[src/rtl/hex_keypad_scanner.sv]
// hex_keypad_scanner: scans a 4x4 active-low hex keypad one column at a time,
// debounces press and release, and emits one pulse per accepted key. The last
// four keys are kept as a nibble history in o_data (newest in [3:0]).
module hex_keypad_scanner #(
  parameter int SCAN_WIDTH      = 14,
  parameter int DEBOUNCE_CYCLES = 1000
) (
  input  logic        clk,
  input  logic        rst_n,
  input  logic [3:0]  i_rows,
  input  logic        i_clear,
  output logic [3:0]  o_cols,
  output logic [3:0]  o_key,
  output logic        o_key_valid,
  output logic [15:0] o_data
);

  localparam int                     DB_WIDTH = $clog2(DEBOUNCE_CYCLES);
  localparam logic [DB_WIDTH-1:0]    DB_LAST  = DB_WIDTH'(DEBOUNCE_CYCLES - 1);
  localparam logic [SCAN_WIDTH-1:0]  DIV_LAST = {SCAN_WIDTH{1'b1}};

  typedef enum logic [1:0] {
    ST_SCAN     = 2'd0,
    ST_DEBOUNCE = 2'd1,
    ST_HELD     = 2'd2,
    ST_RELEASE  = 2'd3
  } state_t;

  // Hex code printed on the key at (row, col).
  function automatic logic [3:0] key_code(input logic [1:0] row, input logic [1:0] col);
    logic [3:0] code;
    case ({row, col})
      4'h0:    code = 4'h1;
      4'h1:    code = 4'h2;
      4'h2:    code = 4'h3;
      4'h3:    code = 4'hA;
      4'h4:    code = 4'h4;
      4'h5:    code = 4'h5;
      4'h6:    code = 4'h6;
      4'h7:    code = 4'hB;
      4'h8:    code = 4'h7;
      4'h9:    code = 4'h8;
      4'hA:    code = 4'h9;
      4'hB:    code = 4'hC;
      4'hC:    code = 4'h0;
      4'hD:    code = 4'hF;
      4'hE:    code = 4'hE;
      4'hF:    code = 4'hD;
      default: code = 4'h0;
    endcase
    return code;
  endfunction

  // {valid, index}: valid only when exactly one row is pulled low.
  function automatic logic [2:0] single_low(input logic [3:0] rows);
    logic [2:0] hit;
    case (rows)
      4'b1110: hit = {1'b1, 2'd0};
      4'b1101: hit = {1'b1, 2'd1};
      4'b1011: hit = {1'b1, 2'd2};
      4'b0111: hit = {1'b1, 2'd3};
      default: hit = {1'b0, 2'd0};
    endcase
    return hit;
  endfunction

  // Active-low one-cold pattern selecting a single line.
  function automatic logic [3:0] one_cold(input logic [1:0] idx);
    return ~(4'b0001 << idx);
  endfunction

  logic [3:0]            rows_meta_r;
  logic [3:0]            rows_sync_r;
  logic [3:0]            rows_s;
  state_t                state_r,   state_s;
  logic [SCAN_WIDTH-1:0] div_r,     div_s;
  logic [1:0]            col_r,     col_s;
  logic [1:0]            row_idx_r, row_idx_s;
  logic [DB_WIDTH-1:0]   db_cnt_r,  db_cnt_s;
  logic [3:0]            cols_r,    cols_s;
  logic [3:0]            key_r,     key_s;
  logic                  valid_r,   valid_s;
  logic [15:0]           data_r,    data_s;
  logic [2:0]            hit_s;
  logic [3:0]            code_s;
  logic                  accept_s;

  assign rows_s      = rows_sync_r;
  assign o_cols      = cols_r;
  assign o_key       = key_r;
  assign o_key_valid = valid_r;
  assign o_data      = data_r;

  // Two-flop synchroniser for the asynchronous, pulled-up row inputs.
  always_ff @(posedge clk or negedge rst_n) begin
    if (!rst_n) begin
      rows_meta_r <= 4'hF;
      rows_sync_r <= 4'hF;
    end else begin
      rows_meta_r <= i_rows;
      rows_sync_r <= rows_meta_r;
    end
  end

  // State, counters and registered outputs.
  always_ff @(posedge clk or negedge rst_n) begin
    if (!rst_n) begin
      state_r   <= ST_SCAN;
      div_r     <= {SCAN_WIDTH{1'b0}};
      col_r     <= 2'd0;
      row_idx_r <= 2'd0;
      db_cnt_r  <= {DB_WIDTH{1'b0}};
      cols_r    <= 4'b1110;
      key_r     <= 4'h0;
      valid_r   <= 1'b0;
      data_r    <= 16'h0000;
    end else begin
      state_r   <= state_s;
      div_r     <= div_s;
      col_r     <= col_s;
      row_idx_r <= row_idx_s;
      db_cnt_r  <= db_cnt_s;
      cols_r    <= cols_s;
      key_r     <= key_s;
      valid_r   <= valid_s;
      data_r    <= data_s;
    end
  end

  // Next-state logic: scan, debounce press, wait for release, debounce release.
  always_comb begin
    state_s   = state_r;
    div_s     = {SCAN_WIDTH{1'b0}};
    col_s     = col_r;
    row_idx_s = row_idx_r;
    db_cnt_s  = db_cnt_r;
    accept_s  = 1'b0;
    hit_s     = single_low(rows_s);
    code_s    = key_code(row_idx_r, col_r);

    case (state_r)
      ST_SCAN: begin
        // Divider only runs here, so any return to SCAN restarts the dwell.
        div_s = div_r + SCAN_WIDTH'(1);
        if (div_r == DIV_LAST) begin
          if (hit_s[2]) begin
            state_s   = ST_DEBOUNCE;
            row_idx_s = hit_s[1:0];
            db_cnt_s  = {DB_WIDTH{1'b0}};
          end else begin
            // Idle or ghosted multi-press: move on to the next column.
            col_s = col_r + 2'd1;
          end
        end else begin
          col_s = col_r;
        end
      end
      ST_DEBOUNCE: begin
        if (rows_s == one_cold(row_idx_r)) begin
          if (db_cnt_r == DB_LAST) begin
            state_s  = ST_HELD;
            db_cnt_s = {DB_WIDTH{1'b0}};
            accept_s = 1'b1;
          end else begin
            db_cnt_s = db_cnt_r + DB_WIDTH'(1);
          end
        end else begin
          state_s  = ST_SCAN;
          db_cnt_s = {DB_WIDTH{1'b0}};
        end
      end
      ST_HELD: begin
        // No auto-repeat; other keys are ignored until everything is up.
        if (rows_s == 4'hF) begin
          state_s  = ST_RELEASE;
          db_cnt_s = {DB_WIDTH{1'b0}};
        end else begin
          state_s  = ST_HELD;
        end
      end
      ST_RELEASE: begin
        if (rows_s == 4'hF) begin
          if (db_cnt_r == DB_LAST) begin
            state_s  = ST_SCAN;
            col_s    = col_r + 2'd1;
            db_cnt_s = {DB_WIDTH{1'b0}};
          end else begin
            db_cnt_s = db_cnt_r + DB_WIDTH'(1);
          end
        end else begin
          db_cnt_s = {DB_WIDTH{1'b0}};
        end
      end
      default: begin
        state_s  = ST_SCAN;
        col_s    = 2'd0;
        db_cnt_s = {DB_WIDTH{1'b0}};
      end
    endcase
  end

  // Output next values: key/pulse on accept, history shift with clear priority.
  always_comb begin
    cols_s  = one_cold(col_s);
    key_s   = key_r;
    valid_s = 1'b0;
    data_s  = data_r;
    if (accept_s) begin
      key_s   = code_s;
      valid_s = 1'b1;
    end else begin
      key_s   = key_r;
    end
    if (i_clear) begin
      data_s = 16'h0000;
    end else if (accept_s) begin
      data_s = {data_r[11:0], code_s};
    end else begin
      data_s = data_r;
    end
  end

endmodule

[config.mk]
export PLATFORM = sky130hd
export DESIGN_NAME = hex_keypad_scanner
export DESIGN_NICKNAME = d
export VERILOG_FILES = /design/src/rtl/hex_keypad_scanner.sv
export SDC_FILE = /design/constraint.sdc
export NUM_CORES = 1
export LEC_CHECK = 0
export ABC_AREA = 1
export CAP_MARGIN = 5
export CORE_UTILIZATION = 60
export CTS_CLUSTER_DIAMETER = 60
export DETAILED_ROUTE_END_ITERATION = 12
export PLACE_DENSITY = 0.94
export SYNTH_ARGS = -nofsm -noshare
export SYNTH_HDL_FRONTEND = slang
export SYNTH_SLANG_ARGS = --single-unit
[constraint.sdc]
create_clock -name clk -period 2.7 [get_ports clk]
set_clock_uncertainty 0.15 [all_clocks]
set_input_delay 0.54 -clock clk [delete_from_list [all_inputs] [get_ports clk]]
set_output_delay 0.54 -clock clk [all_outputs]
set_load 0.05 [all_outputs]
==> out/qor.txt <==
Worst Max-Slew Pin Slew -> 0.567 ns
Final Cycle Share -> 87.2%
Mean post-synth cell area -> 8.02 um2
Max-slew violation count -> 0
Final critical path time including I/O delays and setup -> 2.35 ns
Cell count along the critical path -> 1
Fraction of final layout cells sized beyond drive strength 1 -> 14.3%
Flip-flop and latch count after synthesis -> 63
Pin count of the biggest net entering global routing -> 40
CP endpoint kind -> output port
Leading cell types by total area after synthesis -> dfrtp_1, nand2_1, dfstp_2, nand3_1, inv_1
Global-route wire length before repair -> 12.1 mm
Area of the placeable core -> 5510 um2
Highest-delay cell along the critical path -> clkdlybuf4s50_1
Total grt overflow -> 0
Top library cells by usage in the layout, fill and taps aside -> nand2_1, dfrtp_1, inv_1, nand3_1, clkdlybuf4s50_1
Final-stage net count -> 479
Arrival time of data at the critical path endpoint -> 1.66 ns
Routed via count -> 2934
Clock tree from TritonCTS -> built
Startpoint type of the worst setup path -> flop
Post-CTS clock slew at the launch and capture registers of the worst setup and hold paths -> 0.07 ns
Final wirelength -> 6.85 mm
Unrepaired setup endpoints after global routing -> false
Data required time of the worst path -> 2.01 ns
Placed Instances -> 524
Count of buffers inserted at the top-level ports -> 31
Highest net fanout along the worst path -> 1
Number of standard-cell rows in the floorplan -> 27
FILL cells -> 398
Iteration-0 DRC count of the detailed router -> 189
Non-filler cells in the finished layout -> 540
Number of primary I/O pins -> 32
Die span in x -> 77.5 um
Seq/Total Area, Yosys -> 46.6%
Peak supply drop -> 0.334 mV
Main combinational cell family by area after synthesis -> simple AND/OR/NAND/NOR gates
Syn Inst Count -> 426
Die Y-Extent -> 77.5 um
Yosys warning total -> 0
Final setup violating endpoints -> 0
Leakage -> 1.93 nW
Number of H-tree levels -> 3
Count of distinct cell types in the synthesized netlist -> 36
Complex-gate fraction of the synthesized area -> 7.33%
CTS root buf -> clkbuf_8
Count of antenna-violating nets left after detailed routing -> 0
Area added between synthesis and finish -> 15.6%
ANT cells -> 0
Setup fix buffers added after clock tree synthesis -> 0
Antenna violations before repair -> 0
Number of optimization iterations in the first detailed-route pass -> 5
Top cell type's share of synthesized area -> 38.1%
Area of the mapped netlist -> 3420 um2
Total die area -> 6000 um2
CP bufs+invs -> 1
Fmax -> 425 MHz
CP peak stage delay -> 0.79 ns
Leading cell type in the layout, fill and taps excluded -> nand2_1
Vias in the first global route -> 2797
Effective utilization at floorplan -> 62.0%
Wire per inst -> 12.7 um
Post-synthesis cell type with the largest combined area -> dfrtp_1
Relative slew slack -> 62.2%
Final Hold Fails -> 0
Family with the most delay on the worst path -> buffers and inverters
Count of cells resized by post-cts repair -> 0
DR DRC count -> 0
TritonCTS sink count -> 63
Mapped Nets -> 442
Clock latency on the worst-skew pair -> 0.35 ns
Via density per instance -> 5.43
Routability Congestion -> 0.944
DP HPWL -> 5.02 mm
Number of buffers added by the clock tree synthesis step -> 9
Share of cell area taken by muxes after synthesis -> 0%
Total Power -> 1.74 mW
Worst path cell trace -> clkdlybuf4s50_1
Share of synthesized cell area in and, or, nand and nor gates -> 32.9%
Global-route total usage across every layer -> 25.7%
Post-Synth Adder-Cell Area -> 3.30%
Max_cap viols -> 0
Total power density per cell area -> 440 nW/um2
Setup Crit Path Kind -> reg -> out
Max Buffers Root-to-Sink -> 2
Post-CTS Hold Buffers -> 0
Fin Setup TNS -> 0 ns
Result of the run -> finished clean
Worst Reg-to-Reg Cells -> 8
Share of the synthesized netlist area taken by xor and xnor gates -> 2.56%
Class of the tightest hold or removal check -> in -> async
stage by stage:
step | cell area, um2 | utilization (%) | hold slack, ns | worst slack, ns
after floorplan | 3420 | - | 0.0944 | 0.968
after global placement | 3770 | 68.6 | 0.196 | 0.731
after detailed placement | 3770 | 68.6 | 0.197 | 0.653
after global routing | 3950 | 71.7 | 0.0740 | 0.323
after CTS | 3950 | 71.7 | 0.0468 | 0.338
final | 3950 | 71.7 | 0.0336 | 0.346
power by group:
part / internal [mW] / switching [mW] / total, mW
logic: 0.0182 / 0.0414 / 0.0595
registers: 0.955 / 0.00418 / 0.959
clock network: 0.331 / 0.387 / 0.718
metal layers:
layer | vias to the layer above | share of wire (%) | track usage (%) | wire length (um)
li1 | 1431 | - | - | -
met1 | 1377 | 42 | 31.9 | 2880
met2 | 100 | 50 | 41.4 | 3430
met3 | 26 | 4.7 | 5.06 | 322
met4 | 0 | 3.2 | 15.5 | 217
met5 | - | 0 | 0 | 0
final cells by class:
type                       instances  area (um2)  area share, %
sequential                        63        1590           40.3
clock buffer                       9         124           3.14
clock inverter                     7        50.0           1.27
inverter                          48         186           4.72
multi-input combinational        308        1580           39.9
timing repair buffer              33         333           8.43
tap                               72        90.1           2.28
cell usage after synthesis, drive strengths merged:
master / instances
ha: 9
o211ai: 2
and2: 1
dfrtp: 52
xor2: 8
dfstp: 11
o21a: 1
nor2: 36
o21bai: 1
a21oi: 16
a31oi: 1
and3: 1
buf: 5
clkbuf: 2
clkinv: 1
nand2: 154
inv: 47
xnor2: 2
nand3b: 1
nor3: 7
nand4: 7
or2: 1
nand3: 37
o21ai: 23
flip-flops by register name (all words and copies together), names as in the netlist, 4 cells and up, named ones only:
name,cells
o_data,16
o_key,4
rows_s,4
o_cols,4
div_r,14
db_cnt_r,10
rows_meta_r,4
cell families after synthesis:
kind of cell               after synthesis
DFF                                     63
and+or+nand+nor                        245
AOI/OAI and AO/OA                       44
xor gates and xnor gates                10
adders and majority gates                9
buffers and inverters                   55
worst paths after layout:
kind,startpoint,endpoint,slack [ns]
setup reg to reg,flop,o_data[4],0.62
hold reg to reg,rows_meta_r[3],rows_s[3],0.21
min in group clk,rows_meta_r[3],rows_s[3],0.21
setup / recovery,o_cols[3],o_cols[3],0.35
max in group asynchronous,rst_n,div_r[8],1.78
hold / removal,rst_n,div_r[3],0.03
Power figures use the tool's default switching activity.
